### config.mk
export PLATFORM = sky130hd
export DESIGN_NAME = set_cmd_loader_flat
export DESIGN_NICKNAME = d
export VERILOG_FILES = /design/src/rtl/set_cmd_loader_if.sv /design/src/rtl/set_cmd_loader.sv /design/src/flat_wrapper.sv
export SDC_FILE = /design/constraint.sdc
export NUM_CORES = 1
export LEC_CHECK = 0
export ABC_AREA = 1
export BUFFER_PORTS_ARGS = -buffer_cell sky130_fd_sc_hd__clkbuf_2
export CAP_MARGIN = 25
export CORE_MARGIN = 4
export CORE_UTILIZATION = 46
export DETAILED_ROUTE_END_ITERATION = 7
export PLACE_DENSITY_LB_ADDON = 0.1
export SLEW_MARGIN = 0
export SYNTH_ARGS = -nofsm -noshare
export SYNTH_HDL_FRONTEND = slang
export SYNTH_SLANG_ARGS = --single-unit
### constraint.sdc
create_clock -name clk -period 1.7 [get_ports clk]
set_input_delay 0.17 -clock clk [delete_from_list [all_inputs] [get_ports clk]]
set_output_delay 0.17 -clock clk [all_outputs]
set_load 0.01 [all_outputs]
### src/rtl/set_cmd_loader_if.sv
// Byte-stream command input and SET engine issue port of the command loader.
interface set_cmd_loader_if;
    logic [7:0]  in_data;
    logic        in_valid;
    logic        in_ready;
    logic        set_busy;
    logic        set_en;
    logic [23:0] set_central;
    logic [11:0] set_radius;
    logic [1:0]  set_mode;

    // Host and engine side: drives bytes and busy, observes ready and issued command
    modport master (
        output in_data,
        output in_valid,
        input  in_ready,
        output set_busy,
        input  set_en,
        input  set_central,
        input  set_radius,
        input  set_mode
    );

    // Loader side
    modport slave (
        input  in_data,
        input  in_valid,
        output in_ready,
        input  set_busy,
        output set_en,
        output set_central,
        output set_radius,
        output set_mode
    );
endinterface

### src/rtl/set_cmd_loader.sv
// Command front-end for the SET circle-counting engine.
// Assembles 6-byte packets {B0={hdr,mode}, B1..B3=central, B4[3:0]/B5=radius}
// into 38-bit commands, buffers DEPTH of them and issues the head entry with a
// one-cycle set_en whenever the engine is not busy.
// Optional: define SET_CMD_HDR_CHECK_EN to drop packets whose B0[7:2] is not
// 6'b101001 and pulse err for one cycle on the dropped packet's last byte.
module set_cmd_loader #(
    parameter int unsigned DEPTH = 2
) (
    input  logic                    clk,
    input  logic                    rst,
    set_cmd_loader_if.slave         bus,
    output logic [$clog2(DEPTH):0]  q_level,
    output logic                    err
);
    localparam int unsigned AW       = $clog2(DEPTH);
    localparam int unsigned LW       = AW + 1;
    localparam int unsigned SW       = 40;
    localparam logic [2:0]  LAST_IDX = 3'd5;

    typedef struct packed {
        logic [1:0]  mode;
        logic [23:0] central;
        logic [11:0] radius;
    } cmd_t;

    logic [2:0]    byte_idx;
    logic [SW-1:0] shift_q;
    cmd_t          mem [DEPTH];
    logic [AW:0]   wr_ptr;
    logic [AW:0]   rd_ptr;
    logic [LW-1:0] level_q;
    cmd_t          entry;
    cmd_t          head;
    logic          xfer;
    logic          last_xfer;
    logic          hdr_ok;
    logic          push;
    logic          pop;
    logic          full;
    logic          sink_unused;

    // B0..B4 sit in the shift register; B5 joins them directly off the bus
    assign entry.mode    = shift_q[33:32];
    assign entry.central = shift_q[31:8];
    assign entry.radius  = {shift_q[3:0], bus.in_data};

    // Upper nibble of B4 carries no information; header bits are only
    // inspected when the header check is built in
    assign sink_unused = ^{shift_q[39:34], shift_q[7:4]};

    assign full = (wr_ptr[AW] != rd_ptr[AW]) && (wr_ptr[AW-1:0] == rd_ptr[AW-1:0]);

    // Only the final byte can stall; a same-cycle pop frees a slot for it
    assign bus.in_ready = (byte_idx != LAST_IDX) || !full || bus.set_en;

    assign xfer      = bus.in_valid && bus.in_ready;
    assign last_xfer = xfer && (byte_idx == LAST_IDX);
    assign push      = last_xfer && hdr_ok;

    // Issue whenever a command is waiting and the engine is sampling
    assign bus.set_en = (level_q != '0) && !bus.set_busy;
    assign pop        = bus.set_en;

    assign head            = mem[rd_ptr[AW-1:0]];
    assign bus.set_central = head.central;
    assign bus.set_radius  = head.radius;
    assign bus.set_mode    = head.mode;

    assign q_level = level_q;

`ifdef SET_CMD_HDR_CHECK_EN
    localparam logic [5:0] HDR_GOOD = 6'b101001;

    assign hdr_ok = (shift_q[39:34] == HDR_GOOD);

    // One-cycle drop indication following the last byte of a bad packet
    always_ff @(posedge clk or negedge rst) begin
        if (!rst) begin
            err <= 1'b0;
        end else begin
            err <= last_xfer && !hdr_ok;
        end
    end
`else
    assign hdr_ok = 1'b1;
    assign err    = 1'b0;
`endif

    // Byte position within the packet and accumulation of B0..B4
    always_ff @(posedge clk or negedge rst) begin
        if (!rst) begin
            byte_idx <= '0;
            shift_q  <= '0;
        end else if (xfer) begin
            if (byte_idx == LAST_IDX) begin
                byte_idx <= '0;
            end else begin
                byte_idx <= byte_idx + 3'd1;
                shift_q  <= {shift_q[SW-9:0], bus.in_data};
            end
        end
    end

    // Command storage; cleared on reset so the head outputs read as zero
    always_ff @(posedge clk or negedge rst) begin
        if (!rst) begin
            for (int i = 0; i < DEPTH; i++) begin
                mem[i] <= '0;
            end
        end else if (push) begin
            mem[wr_ptr[AW-1:0]] <= entry;
        end
    end

    // Read/write pointers (with wrap bit) and stored-command count
    always_ff @(posedge clk or negedge rst) begin
        if (!rst) begin
            wr_ptr  <= '0;
            rd_ptr  <= '0;
            level_q <= '0;
        end else begin
            if (push) begin
                wr_ptr <= wr_ptr + (AW+1)'(1);
            end
            if (pop) begin
                rd_ptr <= rd_ptr + (AW+1)'(1);
            end
            case ({push, pop})
                2'b10:   level_q <= level_q + LW'(1);
                2'b01:   level_q <= level_q - LW'(1);
                default: level_q <= level_q;
            endcase
        end
    end
endmodule
### src/flat_wrapper.sv
// flat-port wrapper written by rule: the top's interface ports become plain ports
module set_cmd_loader_flat 
#(
    parameter int unsigned DEPTH = 2
)
  (clk, rst, q_level, err, bus_in_data, bus_in_valid, bus_in_ready, bus_set_busy, bus_set_en, bus_set_central, bus_set_radius, bus_set_mode);
  set_cmd_loader_if bus_i ();
  input  logic clk;
  input  logic rst;
  output logic [$clog2(DEPTH):0] q_level;
  output logic err;
  input wire logic [$bits(bus_i.in_data)-1:0] bus_in_data;
  input wire logic [$bits(bus_i.in_valid)-1:0] bus_in_valid;
  output wire logic [$bits(bus_i.in_ready)-1:0] bus_in_ready;
  input wire logic [$bits(bus_i.set_busy)-1:0] bus_set_busy;
  output wire logic [$bits(bus_i.set_en)-1:0] bus_set_en;
  output wire logic [$bits(bus_i.set_central)-1:0] bus_set_central;
  output wire logic [$bits(bus_i.set_radius)-1:0] bus_set_radius;
  output wire logic [$bits(bus_i.set_mode)-1:0] bus_set_mode;
  assign bus_i.in_data = bus_in_data;
  assign bus_i.in_valid = bus_in_valid;
  assign bus_in_ready = bus_i.in_ready;
  assign bus_i.set_busy = bus_set_busy;
  assign bus_set_en = bus_i.set_en;
  assign bus_set_central = bus_i.set_central;
  assign bus_set_radius = bus_i.set_radius;
  assign bus_set_mode = bus_i.set_mode;
  set_cmd_loader #(.DEPTH(DEPTH)) u_core (.clk(clk), .rst(rst), .bus(bus_i), .q_level(q_level), .err(err));
endmodule
==> metrics.cfg, run 1 <==
[sta]
rsz0062_at_grt=true
period_needed_ns=1.71
worst_slack_ns=-0.00596
clock-skew-final_ns=0.00430
finalHoldViolCount=0
max_freq_mhz=586
finalSetupViolations=1
timing.setup.tns_ns=-0.00596
min_period_over_period=1.00
finalMaxSlewViolations=0
holdWs_ns=0.0249

[detailed_routing]
drt_wl_total_um=14100
antenna_left=0
drc_errors=0
drt_pass1_iterations=5
viasPerCell=5.24
num_vias=4622
drt_iter0_drc=344
routedWlPerCell_um=16.0

[pwr]
power_density_nw_per_um2=1940
ir_worst_vdd_uv=1040
power.leakage_uw=0.00368
finalPower_uw=12900

[floorplanning]
core_area_um2=11500
ios=55
die_area_um2=13600
initial_core_util=0.472
die_y_um=117
fp.dieW_um=117
rows=39

[layout]
finalInstanceArea_um2=6630
layout.cells.non_filler=882
nets=742
layout-drive-gt1-share=0.179
area_delta_synth_final_pct=22.4
antennaDiodeCount=0

[critical_path]
crit_path_cell_trace=inv_2 -> buf_6 -> clkbuf_16 -> nand2_1 -> nand2_1 -> clkbuf_2
crit_buf_inv=4
crit_top_cell=nand2_1
crit_family=buffers and inverters
max_stage_delay_ns=0.45
worst_setup_path_end_kind=primary output
cp_slowest_cell=dfrtp_2
start_kind=flop
arrival_ns=1.54
criticalPathCategory=reg2out
required_ns=1.53
crit_fanout=5

[synthesis]
synth_nets=686
synthDistinctLibCells=24
ys_seq_elements=119
ys_async_sr_fraction=1.00
netlist_area_um2=5420
synth_top_area_frac=0.550
ys_top_cells_by_count=nand2_1 (387), dfrtp_1 (119), nand4_1 (77), clkbuf_1 (20), buf_4 (14)
ys_warn_count=0
synth_flop_cell=dfrtp_1
synth.most_common_cell=nand2_1
avgSynthCellArea_um2=8.05
synthCells=673
synth_seq_area_share=0.550
synth_edf_count=0
synth_top_area_cell=dfrtp_1
synthTopCellsByArea=dfrtp_1 (55%), nand2_1 (27%), nand4_1 (8.9%)

[cts]
clkLatencyLatePin_ns=0.41
h-tree-depth=4
cts-root-buf=clkbuf_16
clk_pin_slew_ns=0.05
cts_tree=yes
clk_path_buf_depth=2
cts.sinks=119
cts_buffers=17

[grt]
grt_pass1_wl_um=22400
gr-usage-all-layers=0.212
antenna_found_initial=0
grt_max_degree=70
grt_overflow=0
grt_pass1_vias=4430

[flow_run]
cap_violations=0

[place]
portBuffers=53
dp_hpwl_um=8120
gp_congestion=0.761
dp_cells=844
place_area_um2=5900

[status]
violations=setup timing
outcome=complete, but fails checks

[worst_hold_path]
hp-class=in2reg

==> power by group <==
part	switching [uW]	total, uW	internal, uW
clock	1170	3190	2020
combinational	2910	4800	1890
sequential	882	4880	4000
total	4960	12900	7910
==> state kept, by name, summed over array words and instances, names as in the netlist <==
signal / cells
u_core.shift_q: 34
u_core.wr_ptr: 2
u_core.mem: 76
u_core.byte_idx: 3
u_core.q_level: 2
u_core.rd_ptr: 2
==> layout by cell type (no fill, tap or decap), drive strengths merged, types with 3 or more instances in the layout <==
master | Yosys | final
clkbuf | 20 | 78
o21ai | 4 | 4
nor2 | 12 | 12
nand4 | 79 | 79
nand2 | 390 | 390
nand3 | 3 | 3
buf | 30 | 34
inv | 7 | 7
xnor2 | 3 | 3
dfrtp | 119 | 119
==> per-stage QoR <==
step                       util  setup slack [ns]
after floorplan               -           0.00298
after global placement    0.514             0.106
after detailed placement  0.514            0.0618
after CTS                 0.563           0.00333
after global routing      0.579           -0.0578
final                     0.579          -0.00596
==> worst register-to-register path, stage by stage (launching register included) <==
cell	delay, ns
dfrtp_2	0.45
inv_2	0.10
nand2_1	0.07
nand3_1	0.11
nor2_2	0.06
nor2_4	0.13
nand2_2	0.09
ha_4	0.23
a21oi_1	0.10
o21ai_1	0.09
xnor2_1	0.12
==> cell type report <==
cell class	instances	area [um^2]
multi-input combinational	497	2200
sequential	119	2980
timing repair buffer	87	724
tap	143	179
fill	1033	4830
clock buffer	26	509
inverter	7	28.8
clock inverter	3	17.5
==> worst paths after layout <==
path                                          startpoint                            end  slack [ns]  cells after the start
setup / recovery            u_core.rd_ptr[0]$_DFFE_PN0P_                bus_set_mode[1]      -0.006                      6
hold / removal                            bus_in_data[4]  u_core.shift_q[4]$_DFFE_PN0P_        0.02                      3
setup reg to reg            u_core.rd_ptr[0]$_DFFE_PN0P_  u_core.q_level[1]$_DFFE_PN0P_        0.06                     10
hold reg to reg            u_core.shift_q[4]$_DFFE_PN0P_  u_core.shift_q[4]$_DFFE_PN0P_        0.47                      2
max in group asynchronous                            rst     u_core.mem[18]$_DFFE_PN0P_        1.06                      3
min in group asynchronous                            rst  u_core.q_level[1]$_DFFE_PN0P_        0.30                      3
==> routing by layer <==
layer / routed length (um) / GRT usage
met2: 6840 / 0.340
met5: 0 / 0
met1: 6410 / 0.286
met3: 623 / 0.0404
met4: 266 / 0.0828
==> logic make-up after synthesis <==
logic type | after synthesis | share of synthesized area
flops | 119 | 0.550
buf+inv | 57 | 0.0547
compound gates | 6 | 0.00600
simple gates | 484 | 0.379
xor+xnor | 5 | 0.00808
fa+ha+maj | 1 | 0.00231
other cells | 1 | 0.000692
==> timing repair <==
item,CTS,global route
gates cloned,0,6
setup endpoints to repair,38,107
buffers inserted,0,2
hold buffers,1,0
hold endpoints to repair,119,0
pin swaps,0,4
resized for setup,4,22
No activity file was read; power rests on OpenSTA's default activity.
==> run 2: changes to the inputs <==
--- a/config.mk
+++ b/config.mk
@@ -9,7 +9,7 @@
 export BUFFER_PORTS_ARGS = -buffer_cell sky130_fd_sc_hd__clkbuf_2
 export CAP_MARGIN = 25
 export CORE_MARGIN = 4
-export CORE_UTILIZATION = 46
+export CORE_UTILIZATION = 25
 export DETAILED_ROUTE_END_ITERATION = 7
 export PLACE_DENSITY_LB_ADDON = 0.1
 export SLEW_MARGIN = 0
==> metrics.cfg, run 2 (synthesis results as in run 1) <==
[critical_path]
r2r-end=u_core.q_level[1]$_DFFE_PN0P_
crit_path_cell_trace=buf_4 -> nor2_2 -> nor2_2 -> nor2_1 -> nand2_2 -> buf_8
criticalPathCategory=reg2out
crit_buf_inv=2  ; -2
max_stage_delay_ns=0.38  ; -0.07 ns
critical_path_cell_count=6  ; unchanged
required_ns=1.53  ; about the same
reg2reg_depth=10  ; unchanged
regToRegSetupSlack_ns=0.04  ; -0.02 ns
crit_top_cell=nor2_2
start_kind=flop
rr_startpoint=u_core.rd_ptr[0]$_DFFE_PN0P_
worst_setup_path_end_kind=primary output
cp_slowest_cell=dfrtp_1
arrival_ns=1.50  ; -0.04 ns
crit_family=simple AND/OR/NAND/NOR gates
crit_fanout=5  ; unchanged

[grt]
grt_pass1_vias=4872  ; +10%
gr-usage-all-layers=0.143  ; -0.0688
use_met3=0.0312  ; -0.00926
antenna_found_initial=0  ; unchanged
grt_overflow=0  ; unchanged
grt_pass1_wl_um=27100  ; +21%
grt_use_met2=0.237  ; -0.103
grt_max_degree=60  ; -14%
grt_util_met1=0.190  ; -0.0961
grt-busiest-layer=met2

[detailed_routing]
routedWlPerCell_um=16.4  ; +2.3%
drt_pass1_iterations=4  ; -1
drc_errors=0  ; unchanged
drt_iter0_drc=226  ; -34%
antenna_left=0  ; unchanged
num_vias=4639  ; +0.37%
viasPerCell=4.57  ; -13%
drt_wl_total_um=16600  ; +18%

[layout]
mostFrequentLayoutCell=nand2_1
layout-drive-gt1-share=0.192  ; +0.0133
fillers=2264  ; +120%
final_cell_mix=nand2_1 (379), dfrtp_1 (118), nand4_1 (77), clkbuf_2 (49), buf_4 (19)
largest_reg_flops=76  ; unchanged
nets=740  ; -0.27%
largest-register=u_core.mem
area_delta_synth_final_pct=25.4
reg_top3=u_core.mem: 76 flops, u_core.shift_q: 34 flops, u_core.byte_idx: 3 flops
antennaDiodeCount=0  ; unchanged
regArea_um2=2980  ; unchanged
layout.cells.non_filler=1015  ; +15%
multi_input_area_um2=2200  ; +0.23%

[pwr]
finalPower_uw=13200  ; +2.9%
power_density_nw_per_um2=1950  ; +0.47%
power.leakage_uw=0.00366  ; -0.63%
ir_worst_vdd_uv=718  ; -31%

[cts]
cts_buffers=17  ; unchanged
clk_pin_slew_ns=0.06  ; about the same
cts.sinks=119  ; unchanged
clk_path_buf_depth=2  ; unchanged
cts-root-buf=clkbuf_16
h-tree-depth=4  ; unchanged
clkLatencyLatePin_ns=0.42  ; about the same
cts_tree=yes

[floorplanning]
initial_core_util=0.256  ; -0.216
fp.dieW_um=155  ; +33%
core_area_um2=21200  ; +84%
rows=53  ; +36%
die_area_um2=24100  ; +77%
ios=55  ; unchanged
die_y_um=155  ; +33%

[worst_hold_path]
hp-start=bus_in_data[2]
hold_path_depth=3  ; unchanged
hp-class=in2reg
whs_endpoint=u_core.shift_q[2]$_DFFE_PN0P_

[place]
dp_cells=977  ; +16%
dp_hpwl_um=9570  ; +18%
dp_slack_ns=-0.0121  ; -0.0738 ns
portBuffers=53  ; unchanged
gp_congestion=0.734  ; -3.5%

[sta]
finalHoldViolCount=0  ; unchanged
worst_slack_ns=0.0341  ; +0.0400 ns
timing.setup.tns_ns=0  ; +0.00596 ns
period_needed_ns=1.67  ; -0.0400 ns
finalSetupViolations=0  ; -1
clock-skew-final_ns=0.0103  ; +0.00596 ns
finalMaxSlewViolations=0  ; unchanged
min_period_over_period=0.980  ; -0.0235
slew-limit-headroom=0.624
worst_pin_slew_ns=0.564
max_freq_mhz=600  ; +2.4%
rsz0062_at_grt=true

[status]
outcome=finished, final reports clean

[flow_run]
cap_violations=0  ; unchanged

## run 2: layer usage
layer	up-vias	wire, um
met5	-	0
met4	0	148
met3	10	503
met2	65	7930
met1	2283	8050
li1	2281	-
## run 2: worst reg2reg max path: stages, from the launching register on
cell and delay (ns):
dfrtp_2 0.45, inv_4 0.10, nand2_1 0.09, nand3_2 0.09, nor2_2 0.05, nor2_4 0.14
nand2_2 0.10, ha_4 0.23, a21oi_1 0.10, o21ai_1 0.09, xnor2_1 0.12
## run 2: how the worst max path moves through the flow
stage                                   from                            end  slack [ns]
3_3_place_gp    u_core.wr_ptr[0]$_DFFE_PN0P_     u_core.mem[63]$_DFFE_PN0P_        0.02
2_1_floorplan   u_core.wr_ptr[0]$_DFFE_PN0P_  u_core.q_level[1]$_DFFE_PN0P_       0.003
4_1_cts         u_core.rd_ptr[0]$_DFFE_PN0P_             bus_set_central[6]       -0.03
6_report       u_core.q_level[0]$_DFFE_PN0P_                   bus_in_ready        0.03
5_1_grt         u_core.wr_ptr[1]$_DFFE_PN0P_                   bus_in_ready       -0.04
3_5_place_dp    u_core.wr_ptr[0]$_DFFE_PN0P_     u_core.mem[60]$_DFFE_PN0P_       -0.01
## run 2: metrics by stage
| step | area (um^2) | hold WS, ns | util |
|---|---|---|---|
| after global placement | 6030 | -0.0143 | 0.285 |
| after global routing | 6790 | 0.0312 | 0.321 |
| final | 6790 | 0.0184 | 0.321 |
| after detailed placement | 6030 | -0.0166 | 0.285 |
| after floorplan | 5440 | -0.126 | - |
| after CTS | 6720 | 0.00473 | 0.318 |
## run 2: power breakdown
| group | internal, uW | switching (uW) |
|---|---|---|
| Combinational | 1680 | 2930 |
| Sequential | 3990 | 915 |
| Clock | 2310 | 1410 |
| Total | 7980 | 5250 |
## run 2: what timing repair did
item	in CTS	in global routing
gates resized for setup	13	17
hold buffers	2	0
endpoints found under the setup margin	60	108
pin swaps	3	2
setup buffers	2	1
hold endpoints to repair	120	0
gates cloned	0	1
## run 2: final cells by class
type,instances,share of cell area
Timing Repair Buffer,85,0.0934
Sequential cell,119,0.439
Inverter,7,0.00460
Tap cell,275,0.0507
Clock inverter,15,0.0262
Clock buffer,17,0.0626
Multi-Input combinational cell,497,0.324
==> run 3: changes to the inputs <==
==> constraint.sdc (replaced) <==
create_clock -name clk -period 1.9 [get_ports clk]
set_input_delay 0.19 -clock clk [delete_from_list [all_inputs] [get_ports clk]]
set_output_delay 0.19 -clock clk [all_outputs]
set_load 0.01 [all_outputs]
==> metrics.cfg, run 3 (synthesis results as in run 1) <==
[sta]
finalHoldViolCount=0  ; unchanged
worst_pin_slew_ns=0.588  ; +0.0239 ns
min_period_over_period=0.938
finalSetupViolations=0  ; unchanged
holdWs_ns=0.0361  ; +0.0177 ns
period_needed_ns=1.78
timing.setup.tns_ns=0  ; unchanged
max_freq_mhz=561
clock-skew-final_ns=0.00738  ; -0.00289 ns
worst_slack_ns=0.118  ; +0.0844 ns
rsz0062_at_grt=true
slew-limit-headroom=0.608  ; -0.0160
finalMaxSlewViolations=0  ; unchanged

[layout]
fin_util=0.315  ; -0.00609
area_delta_synth_final_pct=23.0
nets=733  ; -0.95%
reg_top3=u_core.mem: 76 flops, u_core.shift_q: 34 flops, u_core.byte_idx: 3 flops
mostFrequentLayoutCell=nand2_1
largest_reg_flops=76  ; unchanged
final_cell_mix=nand2_1 (387), dfrtp_1 (119), nand4_1 (77), clkbuf_2 (52)
largest-register=u_core.mem
antennaDiodeCount=0  ; unchanged
layout-drive-gt1-share=0.166  ; -0.0255
layout.cells.non_filler=1008  ; -0.69%

[grt]
use_met3=0.0417  ; +0.0106
grt-busiest-layer=met2
grt_util_met1=0.196  ; +0.00662
grt_use_met2=0.226  ; -0.0118
grt_max_degree=53  ; -12%
grt_overflow=0  ; unchanged
gr-usage-all-layers=0.143  ; +0.000302
grt_pass1_vias=4797  ; -1.5%
grt_pass1_wl_um=27000  ; -0.41%
antenna_found_initial=0  ; unchanged

[pwr]
power.leakage_uw=0.00364  ; -0.61%
switching_share=0.389  ; -0.00838
p_switching_uw=4550  ; -13%
pwr-share-comb=0.335  ; -0.013
power_density_nw_per_um2=1750  ; -9.9%
ir_worst_vdd_uv=815  ; +14%
clkPwrFrac=0.289  ; +0.008
internal_power_uw=7150  ; -10%
p_seq_frac=0.375  ; +0.004

[place]
portBuffers=53  ; unchanged
dp_cells=971  ; -0.61%
gp_congestion=0.740  ; +0.86%
dp_hpwl_um=9730  ; +1.6%
dp_slack_ns=-0.0134  ; -0.00132 ns

[worst_hold_path]
hp-class=in2reg
hold_path_depth=3  ; unchanged

[floorplanning]
fp.dieW_um=155  ; unchanged
core_area_um2=21200  ; unchanged
initial_core_util=0.256  ; unchanged
die_area_um2=24100  ; unchanged
ios=55  ; unchanged
rows=53  ; unchanged
die_y_um=155  ; unchanged

[cts]
cts_tree=yes
cts.sinks=119  ; unchanged
clk_path_buf_depth=2  ; unchanged
clkLatencyLatePin_ns=0.41  ; about the same
cts-root-buf=clkbuf_16
clk_pin_slew_ns=0.06  ; about the same
cts_buffers=17  ; unchanged
h-tree-depth=4  ; unchanged

[detailed_routing]
routedWlPerCell_um=16.5  ; +0.86%
drc_errors=0  ; unchanged
num_vias=4647  ; +0.17%
drt_iter0_drc=268  ; +19%
antenna_left=0  ; unchanged
drt_wl_total_um=16700  ; +0.16%
viasPerCell=4.61  ; +0.87%
drt_pass1_iterations=5  ; +1

[critical_path]
worst_setup_path_end_kind=primary output
crit_path_cell_trace=inv_1 -> nand3_1 -> nor2_1 -> nand2_2 -> buf_4 -> clkbuf_2
reg2reg_depth=8  ; -2
crit_fanout=4  ; -1
required_ns=1.71  ; +0.18 ns
cp_slowest_cell=dfrtp_1
max_stage_delay_ns=0.42  ; +0.04 ns
arrival_ns=1.59  ; +0.09 ns
criticalPathCategory=reg2out
start_kind=flop

[status]
outcome=finished, final reports clean

[flow_run]
cap_violations=0  ; unchanged

==> run 3: cell type report <==
class                      count  area, um^2
tap                          275         344
multi-input combinational    498        2180
fill                        2234       14500
timing repair buffer          77         520
clock buffer                  23         498
sequential                   119        2980
inverter                       7        26.3
clock inverter                 9         120
==> run 3: timing repair <==
item                                    4_1_cts  5_1_grt
hold buffers                                  1        0
setup buffers                                 2        1
pin swaps                                     0        1
gates resized for setup                       1       10
endpoints found under the setup margin       36       46
cloned                                        0        1
endpoints found under the hold margin        28        0
==> run 3: final timing paths <==
path,from,to,slack (ns)
worst min-delay path,bus_in_data[2],u_core.shift_q[2]$_DFFE_PN0P_,0.04
worst max register to register,u_core.byte_idx[2]$_DFFE_PN0P_,u_core.q_level[1]$_DFFE_PN0P_,0.14
max in group asynchronous,rst,u_core.shift_q[30]$_DFFE_PN0P_,0.98
min in group asynchronous,rst,u_core.rd_ptr[1]$_DFFE_PN0P_,0.27
worst max-delay path,u_core.byte_idx[1]$_DFFE_PN0P_,bus_in_ready,0.12
worst min register to register,u_core.shift_q[4]$_DFFE_PN0P_,u_core.shift_q[4]$_DFFE_PN0P_,0.48
==> run 3: metal layers <==
metal  routed length, um  vias to the layer above
met5                   0                        -
met4                 123                        0
met3                 702                       10
met2                7560                      103
met1                8280                     2280
li1                    -                     2254
==> run 3: worst max-delay path, delay by kind of cell (launching register included) <==
kind                   cells  cell delay (ns)
DFF                        1             0.42
and+or+nand+nor            3             0.35
buffers and inverters      3             0.41
==> run 3: power groups by stage <==
stage,combinational [uW],clock [uW],sequential (uW)
5_1_grt,4470,3590,4530
3_3_place_gp,3810,0,4380
2_1_floorplan,2490,0,4160
4_1_cts,3920,3470,4380
6_report,3920,3380,4390
3_5_place_dp,3850,0,4420
==> run 3: stage by stage <==
stage / power, uW / cell area, um^2
final: 11700 / 6660
after detailed placement: 8270 / 5970
after floorplan: 6650 / 5420
after global routing: 12600 / 6660
after global placement: 8190 / 5970
after CTS: 11800 / 6620
